===== src/rtl/demux1to2_tdm.sv =====
// Receive end of a two-channel TDM link: locks onto sync-marked channel-0 slots,
// steers words into per-channel registers, flags slot misalignment and counts pairs.
module demux1to2_tdm #(
  parameter int WIDTH = 1
) (
  input  logic               clk,
  input  logic               rst,
  input  logic [WIDTH-1:0]   in,
  input  logic               in_valid,
  input  logic               sync,
  output logic [2*WIDTH-1:0] out,
  output logic [1:0]         out_valid,
  output logic               pair_valid,
  output logic               sel,
  output logic               err,
  output logic [7:0]         frames
);

  typedef enum logic [1:0] {
    ALIGN = 2'd0,
    SLOT0 = 2'd1,
    SLOT1 = 2'd2
  } state_t;

  state_t     state_reg, state_next;
  logic [1:0] wr_ch_next;
  logic       pair_next;
  logic       err_set_next;

  logic [1:0] out_valid_reg;
  logic       pair_valid_reg;
  logic       sel_reg;
  logic       err_reg;
  logic [7:0] frames_reg;

  always_ff @(posedge clk) begin
    if (rst) begin
      state_reg <= ALIGN;
    end else begin
      state_reg <= state_next;
    end
  end

  // Words only move the FSM when in_valid is high; idle cycles freeze everything.
  always_comb begin
    state_next   = state_reg;
    wr_ch_next   = 2'b00;
    pair_next    = 1'b0;
    err_set_next = 1'b0;
    if (in_valid) begin
      case (state_reg)
        ALIGN: begin
          if (sync) begin
            wr_ch_next = 2'b01;
            state_next = SLOT1;
          end
        end
        SLOT1: begin
          if (sync) begin
            // Channel-1 slot missing: resync on the new channel-0 word.
            err_set_next = 1'b1;
            wr_ch_next   = 2'b01;
            state_next   = SLOT1;
          end else begin
            wr_ch_next = 2'b10;
            pair_next  = 1'b1;
            state_next = SLOT0;
          end
        end
        SLOT0: begin
          if (sync) begin
            wr_ch_next = 2'b01;
            state_next = SLOT1;
          end else begin
            err_set_next = 1'b1;
            state_next   = ALIGN;
          end
        end
        default: begin
          state_next = ALIGN;
        end
      endcase
    end
  end

  // Per-channel word registers: each half holds until its channel is rewritten.
  generate
    for (genvar gi = 0; gi < 2; gi++) begin : g_ch
      logic [WIDTH-1:0] ch_reg;
      always_ff @(posedge clk) begin
        if (rst) begin
          ch_reg <= '0;
        end else if (wr_ch_next[gi]) begin
          ch_reg <= in;
        end
      end
      assign out[gi*WIDTH +: WIDTH] = ch_reg;
    end
  endgenerate

  always_ff @(posedge clk) begin
    if (rst) begin
      out_valid_reg  <= 2'b00;
      pair_valid_reg <= 1'b0;
      sel_reg        <= 1'b0;
      err_reg        <= 1'b0;
      frames_reg     <= 8'd0;
    end else begin
      out_valid_reg  <= wr_ch_next;
      pair_valid_reg <= pair_next;
      sel_reg        <= (state_next == SLOT1);
      if (err_set_next) begin
        err_reg <= 1'b1;
      end
      if (pair_next) begin
        frames_reg <= frames_reg + 8'd1;
      end
    end
  end

  assign out_valid  = out_valid_reg;
  assign pair_valid = pair_valid_reg;
  assign sel        = sel_reg;
  assign err        = err_reg;
  assign frames     = frames_reg;

endmodule


===== config.mk =====
export PLATFORM = sky130hd
export DESIGN_NAME = demux1to2_tdm
export DESIGN_NICKNAME = d
export VERILOG_FILES = /design/src/rtl/demux1to2_tdm.sv
export SDC_FILE = /design/constraint.sdc
export NUM_CORES = 1
export LEC_CHECK = 0
export ABC_AREA = 1
export BUFFER_PORTS_ARGS = -buffer_cell sky130_fd_sc_hd__buf_2
export CORE_ASPECT_RATIO = 1.75
export CORE_MARGIN = 2
export CORE_UTILIZATION = 32
export DETAILED_ROUTE_END_ITERATION = 12
export GPL_ROUTABILITY_DRIVEN = 0
export SETUP_SLACK_MARGIN = 0.5
export SYNTH_ARGS = -nofsm -noshare
export SYNTH_HDL_FRONTEND = slang
export SYNTH_SLANG_ARGS = --single-unit

===== constraint.sdc =====
create_clock -name clk -period 2.8 [get_ports clk]
set_clock_uncertainty 0.2 [all_clocks]
set_input_delay 0.14 -clock clk [delete_from_list [all_inputs] [get_ports clk]]
set_output_delay 0.14 -clock clk [all_outputs]
set_load 0.05 [all_outputs]

======== Word level (Yosys, flattened, before mapping) ========
Index checks and enable logic that the tools add are counted.
storage, ports and cells
  flip-flop bits (word level) ............. 17
  bits in latches ......................... 0
  memory bits (writable) .................. 0
  memory bits (read-only) ................. 0
  bits of input ports ..................... 5
  memories ................................ 0
operators by class
  add/subtract/negate cells ............... 1
  $mul .................................... 0
  divide/modulo/power cells ............... 0
  magnitude comparators ................... 0
  eq/ne operators ......................... 3
  shifts and indexed selects .............. 0
  mux-type cells .......................... 15
  bitwise operators ....................... 0
  reduce and logical (&&, ||, !) cells .... 2
operators by type and width
  operator                                             number
  two-way mux 2 bit                                    6
  adder 8 x 1 -> 8 bit, second input constant          1
  two-way mux 1 bit                                    6
  one-hot mux 2 bit (3 select lines)                   1
  equality test 2 bit, second input constant           2
  one-hot mux 2 bit (2 select lines)                   1
  equality test 2 x 1 -> 1 bit, second input constant  1
  logical NOT 2 bit                                    1
  one-hot mux 1 bit (2 select lines)                   1
  OR reduction 2 bit                                   1

======== Depth between registers and ports, before layout ========
Gate-level depths: netlist of run 1.
  depth in word-level cells ............... 4
  mapped depth ............................ 8
  mapped depth without buffers ............ 8

======== Worst setup path after synthesis of run 1 ========
No wires, ideal clock.
  path type ............................... register to register
  start ................................... reg frames_reg[1], in the netlist frames[1]
  end ..................................... reg frames_reg[4], in the netlist frames[4]
  library setup time ...................... 70 ps
  arrival ................................. 1400 ps
  path slack .............................. 1130 ps
  cell stages (with the launch flop) ...... 7
  buffers on the path ..................... 0
  cell sequence ........................... dfxtp_1 ha_1 inv_1 nor2_1 xor2_1 nand2_1 a21oi_1
on the way
  cells in the longest elaborated chain, start to end .. 1
RTL lines
  element                 line  source
  start, declared         34    logic [7:0] frames_reg;
  start signal, assigned  116   frames_reg <= frames_reg + 8'd1;
  adder 8 x 1 -> 8 bit    116
Every way passes these cells.
A chain may end at the register's enable or synchronous reset.

======== Final worst setup path of run 1 ========
Same ends and word-level chain as after synthesis.

==> results of run 1 <==
-- layer usage --
metal	up-vias	wire length, um
met2	17	794
met4	0	67
met5	-	0
met3	6	56
met1	298	532
li1	358	-
-- cell families after synthesis --
family,after synthesis
simple gates,52
buf+inv,21
flops,16
compound gates,14
xor+xnor,1
fa+ha+maj,1
-- worst max-delay path, cell delays in order, from the launching register on --
cell	delay (ns)
sky130_fd_sc_hd__dfxtp_1	0.37
sky130_fd_sc_hd__ha_1	0.21
sky130_fd_sc_hd__inv_1	0.08
sky130_fd_sc_hd__nor2_1	0.13
sky130_fd_sc_hd__xor2_1	0.15
sky130_fd_sc_hd__nand2_1	0.06
sky130_fd_sc_hd__a21oi_1	0.13
-- metrics by stage --
stage	area, um2	utilization (%)	setup slack (ns)
5_1_grt	908	40.0	1.24
2_1_floorplan	758	-	1.13
3_5_place_dp	847	37.3	1.41
6_report	908	40.0	1.40
4_1_cts	908	40.0	1.38
3_3_place_gp	847	37.3	1.40
-- power by group through the flow --
stage                     Clock (W)  Combinational [W]  Sequential (W)
after floorplan                   0          0.0000249        0.000251
after global placement            0          0.0000437        0.000241
after detailed placement          0          0.0000443        0.000241
after CTS                  0.000173          0.0000465        0.000236
after global routing       0.000184          0.0000504        0.000236
final                      0.000170          0.0000458        0.000236
-- cells in the mapped netlist --
master and instances:
sky130_fd_sc_hd__xor2_1 1, sky130_fd_sc_hd__nand3_4 1, sky130_fd_sc_hd__nor2_2 1, sky130_fd_sc_hd__nand3_1 3, sky130_fd_sc_hd__o21ai_0 3, sky130_fd_sc_hd__a21oi_1 5, sky130_fd_sc_hd__buf_6 1, sky130_fd_sc_hd__nand2_2 1
sky130_fd_sc_hd__nor2_1 19, sky130_fd_sc_hd__o21bai_1 1, sky130_fd_sc_hd__a21oi_2 1, sky130_fd_sc_hd__ha_1 1, sky130_fd_sc_hd__buf_4 3, sky130_fd_sc_hd__inv_2 2, sky130_fd_sc_hd__nand2_1 23, sky130_fd_sc_hd__clkbuf_1 1
sky130_fd_sc_hd__inv_1 14, sky130_fd_sc_hd__dfxtp_1 16, sky130_fd_sc_hd__nand4_1 1, sky130_fd_sc_hd__nor2_4 2, sky130_fd_sc_hd__o21ai_2 1, sky130_fd_sc_hd__o31ai_1 1, sky130_fd_sc_hd__o21ai_1 2, sky130_fd_sc_hd__nor3_1 1
-- worst min-delay path by stage --
stage                                 to  slack (ns)
after global placement    g_ch[0].ch_reg        0.19
after global routing        state_reg[0]        0.05
final                       state_reg[0]        0.02
after detailed placement  g_ch[0].ch_reg        0.20
after CTS                   state_reg[0]        0.03
after floorplan           g_ch[0].ch_reg        0.07
-- final cells by class --
cell class,instances,area [um2],area share (%)
multi-input cells,68,340,37.5
flip-flops and latches,16,320,35.3
repair buffers,21,115,12.7
inverters,16,60.1,6.61
clock buffers,3,41.3,4.55
well taps,25,31.3,3.44
==> summary.md, run 1 <==
| Metric | Value |
|---|---|
| DP Cell Count | 144 |
| Net Switching | 0.000111 W |
| Clock slew at reported path FFs | 0.06 ns |
| Total chip power | 0.000452 W |
| Number of instances resized during post-cts repair | 0 |
| Number of global-route vias before repair | 635 |
| Endpoints failing hold | 0 |
| Top cells by area, synth | sky130_fd_sc_hd__dfxtp_1, sky130_fd_sc_hd__nand2_1, sky130_fd_sc_hd__nor2_1, sky130_fd_sc_hd__inv_1, sky130_fd_sc_hd__a21oi_1 |
| Slack of the worst reg-to-reg path | about 1.4 ns |
| Mapped Nets | around 110 |
| Post-synthesis area per instance | 7.22 um2 |
| WP data required | 2.78 ns |
| Number of vias in the routed layout | roughly 680 |
| Die Outline Area | 2790 um2 |
| GR Layer Usage met1 | 13.4% |
| Die span in y | about 68 um |
| Number of setup violations in the final report | 0 |
| Row Count | 23 |
| Internal power | 0.000341 W |
| Clock share of power | 37.6% |
| Setup total negative slack | 0 ns |
| Core outline area | 2270 um2 |
| Net count reported at finish | 132 |
| Worst supply voltage drop on vdd | 0.000360 V |
| Worst path arrival time | 1.38 ns |
| Outcome | complete, no violations |
| Power density normalized to cell area | 497 nW/um2 |
| Latest clock arrival within the worst-skew pair | ~0.25 ns |
| Fraction of the mapped netlist area in simple logic gates | around 31% |
| First drt pass iteration count | 4 |
| H-tree level count | 1 |
| Port Buf Inserts | 19 |
| Logic depth of the worst register-to-register path | 6 |
| DRT iter0 DRCs | 12 |
| Startpoint kind of the worst setup timing path | flop |
| Width of the die | ~41 um |
| Max reg flops | 8 |
| Worst setup startpoint | frames[1] |
| Worst-Margin Slew | 0.247 ns |
| Commonest non-fill, non-tap cell in the layout | sky130_fd_sc_hd__nand2_1 |
| Global-route usage over all layers | 13.3% |
| Global Route met2 Usage | 21.7% |
| Hold Path Class | in -> reg |
| Critical path capture point type | flop |
| Layer carrying the most global-route usage | met2 |
| Highest-count cells in the layout ignoring fill and taps | sky130_fd_sc_hd__nand2_1, sky130_fd_sc_hd__nor2_1, sky130_fd_sc_hd__buf_2, sky130_fd_sc_hd__dfxtp_1, sky130_fd_sc_hd__inv_1 |
| Adder-cell area share of the yosys netlist | 1.65% |
| Antenna cells | 0 |
| CTS tree | yes |
| Number of buffers added for setup after CTS | 0 |
| Routed wire length | roughly 1.5 mm |
| Layout fillers | 249 |
| Switching power share of the total | 24.5% |
| Period Utilization, post-route | around 50% |
| Capture instance of the worst register-to-register path | frames[4] |
| Post-DRT Antenna Nets | 0 |
| Antenna violations before repair | 0 |
| Setup repair after global routing missed its margin | no |
| Fraction of met3 tracks used by global routing | 1.95% |
| Sink Count | 16 |
| Share of total power in sequential cells | between 50% and 60% |
| Yosys warning total | 0 |
| Count of hold buffers inserted by post-cts repair | 2 |
| Post-detailed-route DRC marker count | 0 |
| Capture point of the worst path | frames[4] |
| Start point of the worst min-delay path | in_valid |
| Clock buffers created by TritonCTS | 3 |
| HPWL after detailed placement | 1.15 mm |
| Final number of max-transition violations | 0 |
| Leakage power summed over all cells | between 0.4 and 0.5 nW |
| Maximum buffer depth of the clock tree | 2 |
| Crit-path max FO | 4 |
| Startpoint of the worst register-to-register path | frames[1] |
| Startpoint-to-endpoint class of the critical path | reg -> reg |
| Final instance count without filler cells | 149 |
| Time the final worst path needs with I/O delays and setup | 1.40 ns |
| Overflow left after global routing | 0 |
| Register area share after synthesis | 42.2% |
| Cell count after synthesis | 105 |
| Cell area after technology mapping | 758 um2 |
| Effective utilization at floorplan | 33.4% |
| Synth Area in XOR/XNOR | 1.16% |
| Max-slew headroom | around 84% |
| F_max | 714 MHz |
| Per-cell routed wire length | between 9 and 10 um |
| Unique cell type count in the Yosys netlist | 24 |
| Post-synthesis sequential element count | 16 |
| Top-level port count | 20 |
| Dominant cell type by area after synthesis | sky130_fd_sc_hd__dfxtp_1 |
| Portion of synthesized cell area occupied by the leading cell type | 42.2% |
| Pin count of the biggest net entering global routing | 14 |
| Worst hold stages | 4 |
| Area fraction in compound gates after synthesis | 10.9% |
| Largest family of logic cells by synthesized area | simple AND/OR/NAND/NOR gates |
| Average vias per placed instance | 4.56 |
| Multiplexer fraction of the synthesized cell area | 0% |
| Fraction of layout cells with a size suffix above 1 | 25.0% |
| Tightest hold margin | 0.0234 ns |
| Clock root buffer | sky130_fd_sc_hd__clkbuf_8 |
| Layout overhead on the synthesized area | 19.8% |
| Wire length of the first global-routing pass | 2.46 mm |
| Number of violations of the max-capacitance limit | 0 |
| Share of total power in combinational logic | approximately a tenth |
Power figures use the tool's default switching activity.
==> inputs of run 2 (changes only) <==
==> constraint.sdc (replaced) <==
create_clock -name clk -period 1.3 [get_ports clk]
set_clock_uncertainty 0.2 [all_clocks]
set_input_delay 0.065 -clock clk [delete_from_list [all_inputs] [get_ports clk]]
set_output_delay 0.065 -clock clk [all_outputs]
set_load 0.05 [all_outputs]
==> summary.md, run 2 (synthesis gave the netlist of run 1 again) <==
| Metric | Value |
|---|---|
| Highest-count cells in the layout ignoring fill and taps | sky130_fd_sc_hd__nand2_1, sky130_fd_sc_hd__nor2_1, sky130_fd_sc_hd__buf_8, sky130_fd_sc_hd__inv_1, sky130_fd_sc_hd__dfxtp_4 |
| Number of setup violations in the final report | 1 (+1) |
| Latest clock arrival within the worst-skew pair | 0.26 ns (about the same) |
| Worst-Margin Slew | 0.241 ns (-0.00631 ns) |
| Antenna cells | 0 (unchanged) |
| Delay of the slowest critical-path stage | 0.39 ns (+0.02 ns) |
| Final number of max-transition violations | 0 (unchanged) |
| Core outline area | 2270 um2 (unchanged) |
| Max-slew headroom | 83.9% (+0.43 points) |
| Per-cell routed wire length | 11.6 um (+19%) |
| Effective utilization at floorplan | 33.4% (unchanged) |
| Failing checks | hold timing, setup timing |
| Time the final worst path needs with I/O delays and setup | 1.33 ns (-0.0708 ns) |
| Wire length of the first global-routing pass | 3.02 mm (+23%) |
| Crit-path slowest cell | sky130_fd_sc_hd__dfxtp_4 |
| Share of total power in combinational logic | 13.2% (+3.1 points) |
| Total chip power | 0.00110 W (+140%) |
| Clock root buffer | sky130_fd_sc_hd__clkbuf_8 |
| Layout fillers | 197 (-21%) |
| Max reg flops | 8 (unchanged) |
| WP data required | 1.29 ns (-1.49 ns) |
| Outcome | finished with violations |
| Antenna violations before repair | 0 (unchanged) |
| CTS tree | yes |
| Clock buffers created by TritonCTS | 3 (unchanged) |
| H-tree level count | 1 (unchanged) |
| Row Count | 23 (unchanged) |
| Endpoints failing hold | 10 (+10) |
| Maximum buffer depth of the clock tree | 2 (unchanged) |
| Worst path arrival time | 1.32 ns (-0.06 ns) |
| Layout overhead on the synthesized area | 66.7% |
| Sink Count | 16 (unchanged) |
| Period Utilization, post-route | 102% (+52 points) |
| Worst path cell trace | ha_4, inv_2, nor2_2, xor2_1, nand2_1, a21oi_2 |
| Setup repair after global routing missed its margin | yes |
| Average vias per placed instance | 4.68 (+2.7%) |
| Startpoint kind of the worst setup timing path | flop |
| DP Cell Count | 147 (+2.1%) |
| Internal power | 0.000816 W (+140%) |
| Number of global-route vias before repair | 780 (+23%) |
| Number of violations of the max-capacitance limit | 0 (unchanged) |
| Width of the die | 40.8 um (unchanged) |
| Top-level port count | 20 (unchanged) |
| Clock slew at reported path FFs | 0.07 ns (about the same) |
| Worst Setup Slack, final | -0.0292 ns (-1.43 ns) |
| Global-route usage over all layers | 15.9% (+2.7 points) |
| Net Switching | 0.000285 W (+160%) |
| Net count reported at finish | 141 (+6.8%) |
| Post-DRT Antenna Nets | 0 (unchanged) |
| Routed wire length | 1.84 mm (+27%) |
| Tightest hold margin | -0.164 ns (-0.187 ns) |
| HPWL after detailed placement | 1.27 mm (+10%) |
| Power density normalized to cell area | 871 nW/um2 (+75%) |
| Pre-CTS setup slack | -0.0132 ns (-1.42 ns) |
| Pin count of the biggest net entering global routing | 10 (-4) |
| Post-detailed-route DRC marker count | 0 (unchanged) |
| Final instance count without filler cells | 159 (+6.7%) |
| Number of vias in the routed layout | 744 (+9.6%) |
| Switching power share of the total | 25.9% (+1.4 points) |
| Setup total negative slack | -0.0292 ns (-0.0292 ns) |
| Share of total power in sequential cells | 45.3% (-7.0 points) |
| Overflow left after global routing | 0 (unchanged) |
| Fraction of layout cells with a size suffix above 1 | 55.2% (+30 points) |
| Worst supply voltage drop on vdd | 0.000575 V (+60%) |
| DRT iter0 DRCs | 7 (-5) |
| Critical path capture point type | flop |
| Crit-path max FO | 4 (unchanged) |
| Startpoint-to-endpoint class of the critical path | reg -> reg |
| Hold Path Class | in -> reg |
| Die Outline Area | 2790 um2 (unchanged) |
| First drt pass iteration count | 4 (unchanged) |
| Port Buf Inserts | 19 (unchanged) |
| F_max | 752 MHz (+5.3%) |
| Clock share of power | 41.5% (+3.9 points) |
| Die span in y | 68.4 um (unchanged) |
| Commonest non-fill, non-tap cell in the layout | sky130_fd_sc_hd__nand2_1 |
| Leakage power summed over all cells | 0.514 nW (+22%) |
## run 2: cell type report
type	instances	area, um2	share of cell area [%]
Sequential cell	16	363	28.7
Multi-Input combinational cell	69	417	33.0
Clock buffer	4	55.1	4.36
Inverter	16	62.6	4.95
Timing Repair Buffer	29	335	26.5
Tap cell	25	31.3	2.48
## run 2: repair_timing
item / CTS / global route
hold endpoints to repair: 10 / 10
pin swaps: 8 / 9
setup buffers: 5 / 2
cloned: 1 / 0
endpoints found under the setup margin: 31 / 31
gates resized for setup: 45 / 18
## run 2: path summary, 6_finish.rpt
path	from	to	slack, ns	cells past startpoint
max	frames[1]	frames[4]	-0.03	6
min reg2reg	err	err	0.27	2
max reg2reg	frames[1]	frames[4]	-0.03	6
min	in	g_ch[0].ch_reg	-0.16	3
## run 2: power by group through the flow
stage | Combinational, W | Sequential, W | Clock [W]
global placement | 0.000101 | 0.000504 | 0
CTS | 0.000128 | 0.000496 | 0.000460
floorplan | 0.0000555 | 0.000527 | 0
detailed placement | 0.000103 | 0.000505 | 0
global route | 0.000156 | 0.000499 | 0.000476
finish | 0.000146 | 0.000498 | 0.000457
## run 2: metal layers
metal	global-route usage, %	vias to the layer above	part of all wire [%]
li1	-	377	-
met1	14.1	346	33
met2	28.9	16	61
met3	3.90	5	3.9
met4	10.0	0	2.3
met5	0	-	0
## run 2: worst max-delay path, delay by kind of cell, from the launching register on
| kind | cells | cell delay (ns) |
|---|---|---|
| adder cells (fa/ha/maj) | 1 | 0.14 |
| AO/OA/AOI/OAI | 1 | 0.13 |
| AND/OR/NAND/NOR | 2 | 0.18 |
| XOR/XNOR | 1 | 0.19 |
| buffers and inverters | 1 | 0.04 |
| flip-flops | 1 | 0.39 |
## run 2: per-stage QoR
step	util [%]	cell area, um2	hold slack (ns)
floorplan	-	833	-0.0000944
global placement	41.2	937	0.121
detailed placement	41.2	937	0.120
CTS	51.9	1180	-0.147
global route	55.6	1260	-0.137
finish	55.6	1260	-0.164
